## src/rtl/add_seq_ctl.sv

```systemverilog
// +------------------------------------------------------------------------+
// | Module   : add_seq_ctl (with cla16 slice adder)                        |
// | Desc     : WORDS*16-bit add/subtract sequenced through one 16-bit CLA  |
// | Revision : 1.0                                                         |
// +------------------------------------------------------------------------+
`default_nettype none

module cla16 (
  input  logic [15:0] a,
  input  logic [15:0] b,
  input  logic        cin,
  output logic [15:0] s,
  output logic        cout
);

  logic [15:0] w_g;
  logic [15:0] w_p;
  logic [15:0] w_c;
  logic [3:0]  w_gg;
  logic [3:0]  w_gp;
  logic [4:0]  w_cg;

  assign w_g = a & b;
  assign w_p = a ^ b;

  // Second-level lookahead across the four 4-bit groups
  assign w_cg[0] = cin;
  assign w_cg[1] = w_gg[0] | (w_gp[0] & cin);
  assign w_cg[2] = w_gg[1] | (w_gp[1] & w_gg[0]) | (w_gp[1] & w_gp[0] & cin);
  assign w_cg[3] = w_gg[2] | (w_gp[2] & w_gg[1]) | (w_gp[2] & w_gp[1] & w_gg[0])
                 | (w_gp[2] & w_gp[1] & w_gp[0] & cin);
  assign w_cg[4] = w_gg[3] | (w_gp[3] & w_gg[2]) | (w_gp[3] & w_gp[2] & w_gg[1])
                 | (w_gp[3] & w_gp[2] & w_gp[1] & w_gg[0])
                 | (w_gp[3] & w_gp[2] & w_gp[1] & w_gp[0] & cin);

  generate
    for (genvar k = 0; k < 4; k++) begin : g_grp
      logic [3:0] w_gk;
      logic [3:0] w_pk;
      logic       w_ci;

      assign w_gk = w_g[4*k +: 4];
      assign w_pk = w_p[4*k +: 4];
      assign w_ci = w_cg[k];

      assign w_c[4*k]     = w_ci;
      assign w_c[4*k + 1] = w_gk[0] | (w_pk[0] & w_ci);
      assign w_c[4*k + 2] = w_gk[1] | (w_pk[1] & w_gk[0]) | (w_pk[1] & w_pk[0] & w_ci);
      assign w_c[4*k + 3] = w_gk[2] | (w_pk[2] & w_gk[1]) | (w_pk[2] & w_pk[1] & w_gk[0])
                          | (w_pk[2] & w_pk[1] & w_pk[0] & w_ci);

      assign w_gg[k] = w_gk[3] | (w_pk[3] & w_gk[2]) | (w_pk[3] & w_pk[2] & w_gk[1])
                     | (w_pk[3] & w_pk[2] & w_pk[1] & w_gk[0]);
      assign w_gp[k] = &w_pk;
    end
  endgenerate

  assign s    = w_p ^ w_c;
  assign cout = w_cg[4];

endmodule

module add_seq_ctl #(
  parameter int WORDS = 4
) (
  input  logic                  clk,
  input  logic                  rst_n,
  input  logic                  in_valid,
  output logic                  in_ready,
  input  logic                  sub,
  input  logic [16*WORDS-1:0]   a,
  input  logic [16*WORDS-1:0]   b,
  output logic                  out_valid,
  input  logic                  out_ready,
  output logic [16*WORDS-1:0]   sum,
  output logic                  cout,
  output logic                  ovf
);

  localparam int c_W  = 16 * WORDS;
  localparam int c_IW = (WORDS > 1) ? $clog2(WORDS) : 1;
  localparam logic [c_IW-1:0] c_LAST = c_IW'(WORDS - 1);

  localparam logic [1:0] c_IDLE = 2'd0;
  localparam logic [1:0] c_RUN  = 2'd1;
  localparam logic [1:0] c_DONE = 2'd2;

  logic [1:0]      r_state;
  logic [1:0]      w_state_nxt;
  logic [c_W-1:0]  r_a;
  logic [c_W-1:0]  r_b;
  logic            r_carry;
  logic [c_IW-1:0] r_idx;
  logic [c_W-1:0]  r_sum;
  logic            r_cout;
  logic            r_ovf;

  logic [15:0]     w_slice_s;
  logic            w_slice_co;
  logic [c_W-1:0]  w_sum_shift;
  logic            w_last;
  logic            w_in_ready;
  logic            w_out_valid;

  cla16 u_cla16 (
    .a    (r_a[15:0]),
    .b    (r_b[15:0]),
    .cin  (r_carry),
    .s    (w_slice_s),
    .cout (w_slice_co)
  );

  assign w_last = (r_idx == c_LAST);

  // New slice enters at the top so the LSB slice ends up at the bottom
  generate
    if (WORDS == 1) begin : g_single
      assign w_sum_shift = w_slice_s;
    end else begin : g_multi
      assign w_sum_shift = {w_slice_s, r_sum[c_W-1:16]};
    end
  endgenerate

  always_ff @(posedge clk) begin
    if (!rst_n) begin
      r_state <= c_IDLE;
    end else begin
      r_state <= w_state_nxt;
    end
  end

  always_comb begin
    w_state_nxt = r_state;
    case (r_state)
      c_IDLE:  if (in_valid)  w_state_nxt = c_RUN;
      c_RUN:   if (w_last)    w_state_nxt = c_DONE;
      c_DONE:  if (out_ready) w_state_nxt = c_IDLE;
      default: w_state_nxt = c_IDLE;
    endcase
  end

  always_comb begin
    w_in_ready  = 1'b0;
    w_out_valid = 1'b0;
    case (r_state)
      c_IDLE:  w_in_ready  = 1'b1;
      c_DONE:  w_out_valid = 1'b1;
      default: ;
    endcase
  end

  always_ff @(posedge clk) begin
    if (!rst_n) begin
      r_a     <= '0;
      r_b     <= '0;
      r_carry <= 1'b0;
      r_idx   <= '0;
      r_sum   <= '0;
      r_cout  <= 1'b0;
      r_ovf   <= 1'b0;
    end else begin
      case (r_state)
        c_IDLE: begin
          if (in_valid) begin
            r_a     <= a;
            r_b     <= sub ? ~b : b;
            r_carry <= sub;
            r_idx   <= '0;
          end
        end
        c_RUN: begin
          r_sum   <= w_sum_shift;
          r_a     <= r_a >> 16;
          r_b     <= r_b >> 16;
          r_carry <= w_slice_co;
          r_idx   <= r_idx + c_IW'(1);
          // Top slice: operand MSBs are still at bit 15 of the shifted regs
          if (w_last) begin
            r_cout <= w_slice_co;
            r_ovf  <= (r_a[15] == r_b[15]) && (w_slice_s[15] != r_a[15]);
          end
        end
        default: ;
      endcase
    end
  end

  assign in_ready  = w_in_ready;
  assign out_valid = w_out_valid;
  assign sum       = r_sum;
  assign cout      = r_cout;
  assign ovf       = r_ovf;

endmodule

`default_nettype wire

```

## config.mk

```make
export PLATFORM = sky130hd
export DESIGN_NAME = add_seq_ctl
export DESIGN_NICKNAME = d
export VERILOG_FILES = /design/src/rtl/add_seq_ctl.sv
export SDC_FILE = /design/constraint.sdc
export NUM_CORES = 1
export LEC_CHECK = 0
export BUFFER_PORTS_ARGS = -buffer_cell sky130_fd_sc_hd__buf_4
export CAP_MARGIN = 40
export CORE_ASPECT_RATIO = 1.5
export CORE_MARGIN = 2
export CORE_UTILIZATION = 45
export DETAILED_ROUTE_END_ITERATION = 6
export GPL_TIMING_DRIVEN = 0
export PLACE_DENSITY_LB_ADDON = 0.05
export RECOVER_POWER = 50
export SLEW_MARGIN = 0
export SYNTH_ARGS = -nofsm -noshare
export SYNTH_HDL_FRONTEND = slang
export SYNTH_SLANG_ARGS = --single-unit
```

## constraint.sdc

```tcl
create_clock -name clk -period 6.4 [get_ports clk]
set_input_delay 0.32 -clock clk [delete_from_list [all_inputs] [get_ports clk]]
set_output_delay 0.32 -clock clk [all_outputs]
set_load 0.05 [all_outputs]
```

==> results.toml, run 1 <==
[sta]
tightestPinTransition_ns = 1.07
hold_violations = 0
setup_viol = 0
setup_slack_ns = 3.05
rsz0062_at_grt = "false"
finalSetupTns_ns = 0
slew_viol_final = 0
relSlewSlack_pct = 27.5
skew_ns = 0.0108
period_minus_slack_ns = 3.35
period_share_pct = 52.4
max_freq_ghz = 0.298

[placement]
routabilityCongestion = 0.840
dp_slack_ns = 3.70
dp.final_hpwl_um = 20400
port_buffers = 198

[synth]
syn_nets = 1158
synth-edff-count = 0
syn_area_um2 = 8810
synthCells = 1004
syn_area_per_cell_um2 = 8.77
synth.distinct_cells = 39
synth_top_cell_area_share_pct = 45.2
yosys_warnings = 0
synthArstFlopShare_pct = 0
synth_top_cell_by_area = "dfxtp_1"
synthFlopType = "dfxtp_1"
ys_seq_elements = 199
synth-seq-area-share_pct = 45.2
synth_area_leaders = "dfxtp_1, xor2_1, a21oi_1"

[floorplanning]
fp.coreArea_um2 = 19200
top_level_ports = 201
fp-row-count = 62
dieArea_um2 = 20700
die_w_um = 118
start_util_pct = 46.0
die_h_um = 175

[clock_tree]
clkTransAtPathRegs_ns = 0.08
clock_latency_ns = 0.44
cts_root_buf = "clkbuf_16"
cts_buffers = 17
cts_tree = "built"
cts_setup_buffers = 0
cts_sinks = 199
cts_buffer_depth = 2
postCtsHoldBufs = 0
htree_levels = 4
post_cts_resized = 0

[grt]
grt_max_degree = 19
grt_pass1_vias = 7559
grt_pass1_wl_um = 39800
grtUsageTotal_pct = 24.5
grt_overflow = 0
antenna_found_initial = 0

[final_layout]
diodes = 0
layout-drive-gt1-share_pct = 17.3
num-nets-final = 1375
area_growth_pct = 23.7
fill_cells = 1941

[route]
drtIter0Drc = 742
wl_per_cell_um = 17.5
wl_um = 26100
drcViolationCount = 1
drt-pass1-iter-count = 7
viasPerCell = 5.35
route.vias.total = 7971
ant_nets = 0

[power]
switchingPower_mw = 0.871
fin_total_pwr_mw = 2.92
switching_share_pct = 29.8
p_leak_nw = 4.33
pwr-share-clk_pct = 35.0
seq_power_share_pct = 47.2
power_density_nw_per_um2 = 268
p_int_mw = 2.05
peakVddDrop_mv = 0.145
combPwrFrac_pct = 17.9

[min_path]
hold_class = "in2reg"

[outcome]
failed_checks = "DRC"
outcome = "finished, violations left"

[worst_setup_path]
rr_worst_depth = 8
endpoint = "sum[61]"
r2r_end = "sum[61]"
path_class = "reg2reg"
path_max_fanout = 4
worstPathRequired_ns = 6.75
endpoint_kind = "flop"
r2r_start = "r_a[2]"
worstSetupStartpointType = "flop"
crit_start = "r_a[2]"
r2r_slack_ns = 3.05
arrival_ns = 3.70

[flow_run]
max-cap-violations = 0
## cells in the mapped netlist (6+ instances only)
| cell | instances |
|---|---|
| xor2_1 | 67 |
| a222oi_1 | 48 |
| dfxtp_1 | 199 |
| ha_1 | 17 |
| a22oi_1 | 34 |
| a21oi_1 | 116 |
| nor2b_1 | 50 |
| buf_1 | 11 |
| nor2_1 | 147 |
| nand2_1 | 117 |
| a211oi_1 | 6 |
| clkbuf_1 | 83 |
| o221a_2 | 48 |
## routing by layer
| layer | vias up | part of all wire, % | global-route usage (%) |
|---|---|---|---|
| met5 | - | 0 | 0 |
| met4 | 0 | 2.4 | 8.28 |
| met3 | 38 | 4.2 | 3.70 |
| met2 | 243 | 53 | 46.4 |
| met1 | 3687 | 40 | 27.7 |
| li1 | 4003 | - | - |
## flip-flops by register name (all words and copies together) (netlist names)
register  flops
sum          64
ovf           1
cout          1
r_b          64
r_idx         2
r_state       2
r_carry       1
r_a          64
## power by group through the flow
stage                     Clock [mW]  Sequential (mW)  Combinational, mW
after floorplan                    0             1.42              0.314
after global placement             0             1.40              0.528
after detailed placement           0             1.41              0.535
after CTS                       1.04             1.38              0.537
after global routing            1.08             1.39              0.573
final                           1.02             1.38              0.523
## layout make-up
type | count | area [um^2] | share of cell area, %
clock buffer | 18 | 439 | 4.03
multi-input combinational | 706 | 4440 | 40.7
buffer | 94 | 353 | 3.24
inverter | 5 | 18.8 | 0.172
tap | 256 | 320 | 2.94
timing repair buffer | 198 | 1230 | 11.3
clock inverter | 13 | 118 | 1.08
sequential | 199 | 3980 | 36.5
## cells in the final DEF (no fill, tap or decap), types with 6 or more instances in the layout
| cell type | count |
|---|---|
| nor2_1 | 147 |
| clkbuf_1 | 151 |
| buf_4 | 130 |
| a22oi_1 | 34 |
| a222oi_1 | 48 |
| ha_1 | 17 |
| o221a_2 | 48 |
| nor2b_1 | 50 |
| buf_1 | 11 |
| a21oi_1 | 116 |
| xor2_1 | 67 |
| dfxtp_1 | 199 |
| clkbuf_16 | 17 |
| nand2_1 | 117 |
| a211oi_1 | 6 |
## worst min-delay path by stage
stage	from	endpoint	depth (start not counted)
global route	a[60]	r_a[60]	3
CTS	a[53]	r_a[53]	3
floorplan	r_idx[0]	r_idx[0]	1
detailed placement	sum[5]	sum[5]	2
finish	a[54]	r_a[54]	3
global placement	sum[9]	sum[9]	2
## critical path, stage by stage (launching register included)
cell and delay, ns:
dfxtp_1 0.34, ha_1 0.35, and3_1 0.18, a221o_1 0.37, o311ai_0 0.93, o21ai_0 0.28
fa_1 0.44, xnor2_1 0.15, a211oi_1 0.22
## metrics by stage
step / hold slack (ns) / cell area, um^2 / util, % / instances
after floorplan: 0.444 / 8810 / - / 1004
after global placement: 0.442 / 10600 / 55.4 / 1458
after detailed placement: 0.447 / 10600 / 55.4 / 1458
after CTS: 0.123 / 11200 / 58.3 / 1489
after global routing: 0.127 / 10900 / 56.9 / 1489
final: 0.130 / 10900 / 56.9 / 1489
## cell families after synthesis
group	synth area share, %
adder cells (fa/ha/maj)	3.32
buffers and inverters	4.22
flip-flops	45.2
AND/OR/NAND/NOR	16.6
AO/OA/AOI/OAI	23.4
XOR/XNOR	7.16
Power figures use the tool's default switching activity.
==> inputs of run 2 (changes only) <==
--- a/config.mk
+++ b/config.mk
@@ -5,6 +5,7 @@
 export SDC_FILE = /design/constraint.sdc
 export NUM_CORES = 1
 export LEC_CHECK = 0
+export ABC_AREA = 1
 export BUFFER_PORTS_ARGS = -buffer_cell sky130_fd_sc_hd__buf_4
 export CAP_MARGIN = 40
 export CORE_ASPECT_RATIO = 1.5
==> constraint.sdc (replaced) <==
create_clock -name clk -period 3.2 [get_ports clk]
set_input_delay 0.16 -clock clk [delete_from_list [all_inputs] [get_ports clk]]
set_output_delay 0.16 -clock clk [all_outputs]
set_load 0.05 [all_outputs]
==> run 2 against run 1 <==
Net effect: the flow now finishes without violations; count of clock-buffer cells in the layout up 2; non-clock buffer count up 28; register-to-register slack worse by 2.3 ns; routed wire length up 9.4%; final cell count up 16%; power up 120%; critical path depth up 2; cell area up 5.5%; worst setup slack worse by 2.3 ns; global-route usage up 2.5 points; clock power up 110%.
==> results.toml, run 2 <==
[placement]
port_buffers = 199
dp.final_hpwl_um = 21700
routabilityCongestion = 0.923
dp.cells = 1659

[floorplanning]
die_w_um = 119
dieArea_um2 = 21100
fp-row-count = 63
fp.coreArea_um2 = 19700
die_h_um = 177
start_util_pct = 45.6
top_level_ports = 201

[power]
power_density_nw_per_um2 = 548
p_leak_nw = 5.39
peakVddDrop_mv = 0.372

[grt]
grt_pass1_wl_um = 44000
grt_max_degree = 19
antenna_found_initial = 0
grt_pass1_vias = 8387
grtUsageTotal_pct = 27.0
grt_overflow = 0

[worst_setup_path]
critical_path.cell_chain = "nor2_1 -> nand2_1 -> inv_4 -> nor2_1 -> clkbuf_1 -> clkbuf_1 -> nand2_1 -> nand3_1 -> nand2_1 -> inv_1"
r2r_end = "r_a[46]"
endpoint_kind = "flop"
worstSetupStartpointType = "flop"
worstPathRequired_ns = 3.60
crit_path_top_delay_cell = "clkbuf_1"
arrival_ns = 2.82
path_max_fanout = 10
path_class = "reg2reg"
r2r_start = "r_state[1]"
r2r_slack_ns = 0.78
critical-path-top-delay-family = "buffers and inverters"
slowest_delay_ns = 0.49
cpMostUsedCell = "nand2_1"
rr_worst_depth = 10
crit_buf_inv = 4
path_depth = 10

[route]
drt-pass1-iter-count = 5
drtIter0Drc = 572
ant_nets = 0
drcViolationCount = 0
wl_per_cell_um = 16.5
wl_um = 28500
viasPerCell = 5.04
route.vias.total = 8726

[clock_tree]
cts_setup_buffers = 0
post_cts_resized = 0
cts_sinks = 199
clock_latency_ns = 0.45
htree_levels = 4
clkTransAtPathRegs_ns = 0.08
cts_tree = "built"
cts_root_buf = "clkbuf_16"
cts_buffers = 17
cts_buffer_depth = 2

[sta]
whs_ns = 0.00459
setup_viol = 0
period_share_pct = 75.7
tightestPinTransition_ns = 0.735
finalSetupTns_ns = 0
max_freq_ghz = 0.413
hold_violations = 0
skew_ns = 0.0134
relSlewSlack_pct = 51.0
period_minus_slack_ns = 2.42
slew_viol_final = 0
rsz0062_at_grt = "false"

[synth]
syn_area_per_cell_um2 = 7.49
synthFlopType = "dfxtp_1"
synth_area_leaders = "dfxtp_1, nand2_1, o21ai_0"
synth.top_cells.by_count = "nand2_1, dfxtp_1, nor2_1, inv_1, o21ai_0"
synth_top_cell_by_area = "dfxtp_1"
synth_top_cell_area_share_pct = 44.3
synth-edff-count = 0
synth.distinct_cells = 29
synthArstFlopShare_pct = 0
synthCells = 1200
yosysMostFrequentCell = "nand2_1"
syn_area_um2 = 8980
synth-seq-area-share_pct = 44.3
ys_seq_elements = 199
yosys_warnings = 0
syn_nets = 1354

[outcome]
outcome = "complete, no violations"

[final_layout]
area_growth_pct = 28.0
layout_commonest_cell = "nand2_1"
layout-drive-gt1-share_pct = 12.6
fin_cells = 1733
diodes = 0
num-nets-final = 1614
final_cell_mix = "nand2_1, dfxtp_1, buf_4"

[min_path]
hold_class = "in2reg"
holdPathEnd = "r_a[33]"
whs_path_depth = 3
min_from = "a[33]"

[flow_run]
max-cap-violations = 0
## run 2: cell types whose count changed after synthesis, moves of 31 or more
cell and delta:
inv_1 +103, nor2_1 -31, o21ai_0 +94, nor2b_1 -50
clkbuf_1 -40, xor2_1 -48, nand2_1 +186, a21oi_1 -54
a222oi_1 -48, o221a_2 -48, xnor2_1 +47
## run 2: logic make-up after synthesis
logic type      share of synthesized area (%)
flops                                    44.3
compound gates                           16.7
xor+xnor                                 6.92
simple gates                             19.8
fa+ha+maj                                3.26
buf+inv                                  8.90
## run 2: what timing repair did
action	CTS	global route
endpoints found under the setup margin	0	0
hold buffers	42	0
hold endpoints to repair	42	0
## run 2: worst register-to-register path: cells and delay by family, from the launching register on
family	cells	cell delay [ns]
buf+inv	4	1.18
simple gates	6	0.82
flops	1	0.36
## run 2: worst max path at each step
| stage | start | to | slack (ns) |
|---|---|---|---|
| after global placement | r_b[10] | sum[60] | 1.08 |
| after CTS | r_b[6] | sum[61] | 1.05 |
| after global routing | r_state[1] | r_a[30] | 0.53 |
| final | r_state[1] | r_a[46] | 0.78 |
| after floorplan | r_a[10] | sum[60] | 1.37 |
| after detailed placement | r_b[10] | sum[60] | 1.08 |
## run 2: power by group
part | internal (mW) | switching, mW | total, mW | leakage (nW)
clock | 1.14 | 1.02 | 2.16 | 0.284
combinational | 0.453 | 0.857 | 1.31 | 3.47
sequential | 2.67 | 0.156 | 2.83 | 1.64
total | 4.27 | 2.03 | 6.30 | 5.39
## run 2: stage by stage
step | instance area [um^2] | util [%] | total power [mW] | setup slack, ns
finish | 11500 | 58.3 | 6.30 | 0.778
global route | 11500 | 58.3 | 6.57 | 0.531
CTS | 11800 | 59.9 | 6.41 | 1.05
detailed placement | 10800 | 54.8 | 4.23 | 1.08
global placement | 10800 | 54.8 | 4.21 | 1.08
floorplan | 8980 | - | 3.71 | 1.37
## run 2: routing by layer
layer,vias up,track usage (%),routed length (um)
li1,4384,-,-
met5,-,0,0
met1,3984,29.6,11000
met3,70,4.57,1510
met2,288,49.6,14500
met4,0,14.2,1530
## run 2: layout make-up
| class | instances | area [um^2] |
|---|---|---|
| Buffer | 79 | 342 |
| Clock buffer | 20 | 457 |
| Clock inverter | 12 | 131 |
| Fill cell | 2024 | 8210 |
| Inverter | 112 | 423 |
| Multi-Input combinational cell | 810 | 4180 |
| Sequential cell | 199 | 3980 |
| Tap cell | 260 | 325 |
| Timing Repair Buffer | 241 | 1660 |
==> inputs of run 3 (changes only) <==
==> constraint.sdc (replaced) <==
create_clock -name clk -period 2 [get_ports clk]
set_input_delay 0.1 -clock clk [delete_from_list [all_inputs] [get_ports clk]]
set_output_delay 0.1 -clock clk [all_outputs]
set_load 0.05 [all_outputs]
==> run 3 against run 2 <==
Net effect: critical path depth down 1; critical endpoint is now sum[61]; non-clock buffer count up 38; sequential power up 60%; combinational power up 69%; via count up 2.1%; first-iteration DRC count up 7.5%; hold slack worse by 0.0018 ns; die area unchanged; cell area up 5.2%.
==> results.toml, run 3 (synthesis results as in run 2) <==
[outcome]
outcome = "complete, no violations"

[final_layout]
fin_cells = 1771
final_cell_mix = "nand2_1, dfxtp_1, buf_4"
fill_cells = 1929
diodes = 0
area_growth_pct = 34.6
layout_commonest_cell = "nand2_1"
layout-drive-gt1-share_pct = 15.8
num-nets-final = 1652

[power]
peakVddDrop_mv = 0.632
p_leak_nw = 5.59
fin_total_pwr_mw = 10.2
power_density_nw_per_um2 = 846

[clock_tree]
htree_levels = 4
cts_tree = "built"
cts_setup_buffers = 0
clkTransAtPathRegs_ns = 0.07
cts_sinks = 199
cts_buffers = 17
cts_buffer_depth = 2
clock_latency_ns = 0.45
cts_root_buf = "clkbuf_16"

[route]
viasPerCell = 5.03
ant_nets = 0
dr.max_layer_used = "met4"
wl_met2_um = 15000
wl_um = 29300
drtIter0Drc = 615
met1_length_um = 11400
route.vias.total = 8908
drcViolationCount = 0
drt-pass1-iter-count = 5
wl_per_cell_um = 16.5
wl_met3_um = 1350

[sta]
max_freq_ghz = 0.518
skew_ns = 0.0103
setup_slack_ns = 0.0701
hold_violations = 0
period_minus_slack_ns = 1.93
rsz0062_at_grt = "true"
setup_viol = 0
whs_ns = 0.00282
period_share_pct = 96.5
relSlewSlack_pct = 49.8
slew_viol_final = 0
tightestPinTransition_ns = 0.753

[worst_setup_path]
cpMostUsedCell = "nand2_1"
r2r_end = "sum[61]"
endpoint_kind = "flop"
path_max_fanout = 4
r2r_slack_ns = 0.07
path_class = "reg2reg"
worstSetupStartpointType = "flop"
worstPathRequired_ns = 2.33
rr_worst_depth = 9
r2r_start = "r_b[8]"
crit_path_top_delay_cell = "dfxtp_2"
critical_path.cell_chain = "ha_1 -> nand2_1 -> nor2_4 -> and2_1 -> nand2_1 -> nand2_2 -> fa_1 -> xnor2_1 -> a21oi_1"
slowest_delay_ns = 0.43
arrival_ns = 2.26

[flow_run]
max-cap-violations = 0

[floorplanning]
die_w_um = 119
top_level_ports = 201
die_h_um = 177
start_util_pct = 45.6
dieArea_um2 = 21100
fp.coreArea_um2 = 19700
fp-row-count = 63

[placement]
dp.cells = 1659
dp_slack_ns = -0.119
dp.final_hpwl_um = 21700
port_buffers = 199
routabilityCongestion = 0.923

[grt]
grt_max_degree = 19
grt_pass1_wl_um = 45200
grtUsageTotal_pct = 27.7
antenna_found_initial = 0
grt_pass1_vias = 8669
grt_overflow = 0

[min_path]
holdPathEnd = "r_b[6]"
min_from = "b[6]"
hold_class = "in2reg"
whs_path_depth = 5
==> run 3: cell count changes in the layout (fill, tap and decap cells not counted), sizes merged <==
cell         previous run  this run
clkinv                  4         3
clkbuf                144       130
buf                   154       168
inv                   117       118
dlygate4sd3            42        80
==> run 3: timing repair <==
action,in CTS,in global routing
resized for setup,15,21
hold endpoints to repair,79,1
endpoints found under the setup margin,4,6
hold buffers,79,1
==> run 3: worst max-delay path, delay by kind of cell, from the launching register on <==
family | cells | cell delay (ns)
xor+xnor | 1 | 0.16
flops | 1 | 0.43
compound gates | 1 | 0.08
fa+ha+maj | 2 | 0.67
simple gates | 5 | 0.48
==> run 3: report_power, final <==
| group | internal (mW) | switching (mW) | total (mW) |
|---|---|---|---|
| clock | 1.83 | 1.64 | 3.47 |
| sequential | 4.28 | 0.262 | 4.54 |
| combinational | 0.823 | 1.40 | 2.22 |
| total | 6.93 | 3.30 | 10.2 |
==> run 3: how the worst max path moves through the flow <==
stage | startpoint | to | slack (ns) | cells past startpoint
2_1_floorplan | r_a[10] | sum[60] | 0.17 | 9
3_3_place_gp | r_b[10] | sum[60] | -0.12 | 9
3_5_place_dp | r_b[10] | sum[60] | -0.12 | 9
4_1_cts | r_a[8] | sum[61] | 0.002 | 9
5_1_grt | r_b[8] | sum[61] | 0.003 | 9
6_report | r_b[8] | sum[61] | 0.07 | 9
==> run 3: layout make-up <==
class	instances	area, um^2	area share (%)
clock inverters	12	131	1.09
clock buffers	20	457	3.77
well taps	260	325	2.69
plain buffers	79	377	3.11
repair buffers	279	2040	16.9
inverters	112	423	3.50
multi-input cells	810	4330	35.8
flip-flops and latches	199	4010	33.1
==> run 3: routing by layer <==
metal  up-vias  global-route usage, %
met5         -                      0
met4         0                   14.0
met3        77                   4.41
met2       281                   51.2
met1      4096                   30.5
li1       4454                      -
==> run 3: stage by stage <==
| step | util [%] | setup TNS [ns] | cell area [um^2] |
|---|---|---|---|
| 6_report | 61.4 | 0 | 12100 |
| 5_1_grt | 61.4 | 0 | 12100 |
| 4_1_cts | 62.2 | 0 | 12300 |
| 3_5_place_dp | 54.8 | -0.292 | 10800 |
| 3_3_place_gp | 54.8 | -0.299 | 10800 |
| 2_1_floorplan | - | 0 | 8980 |
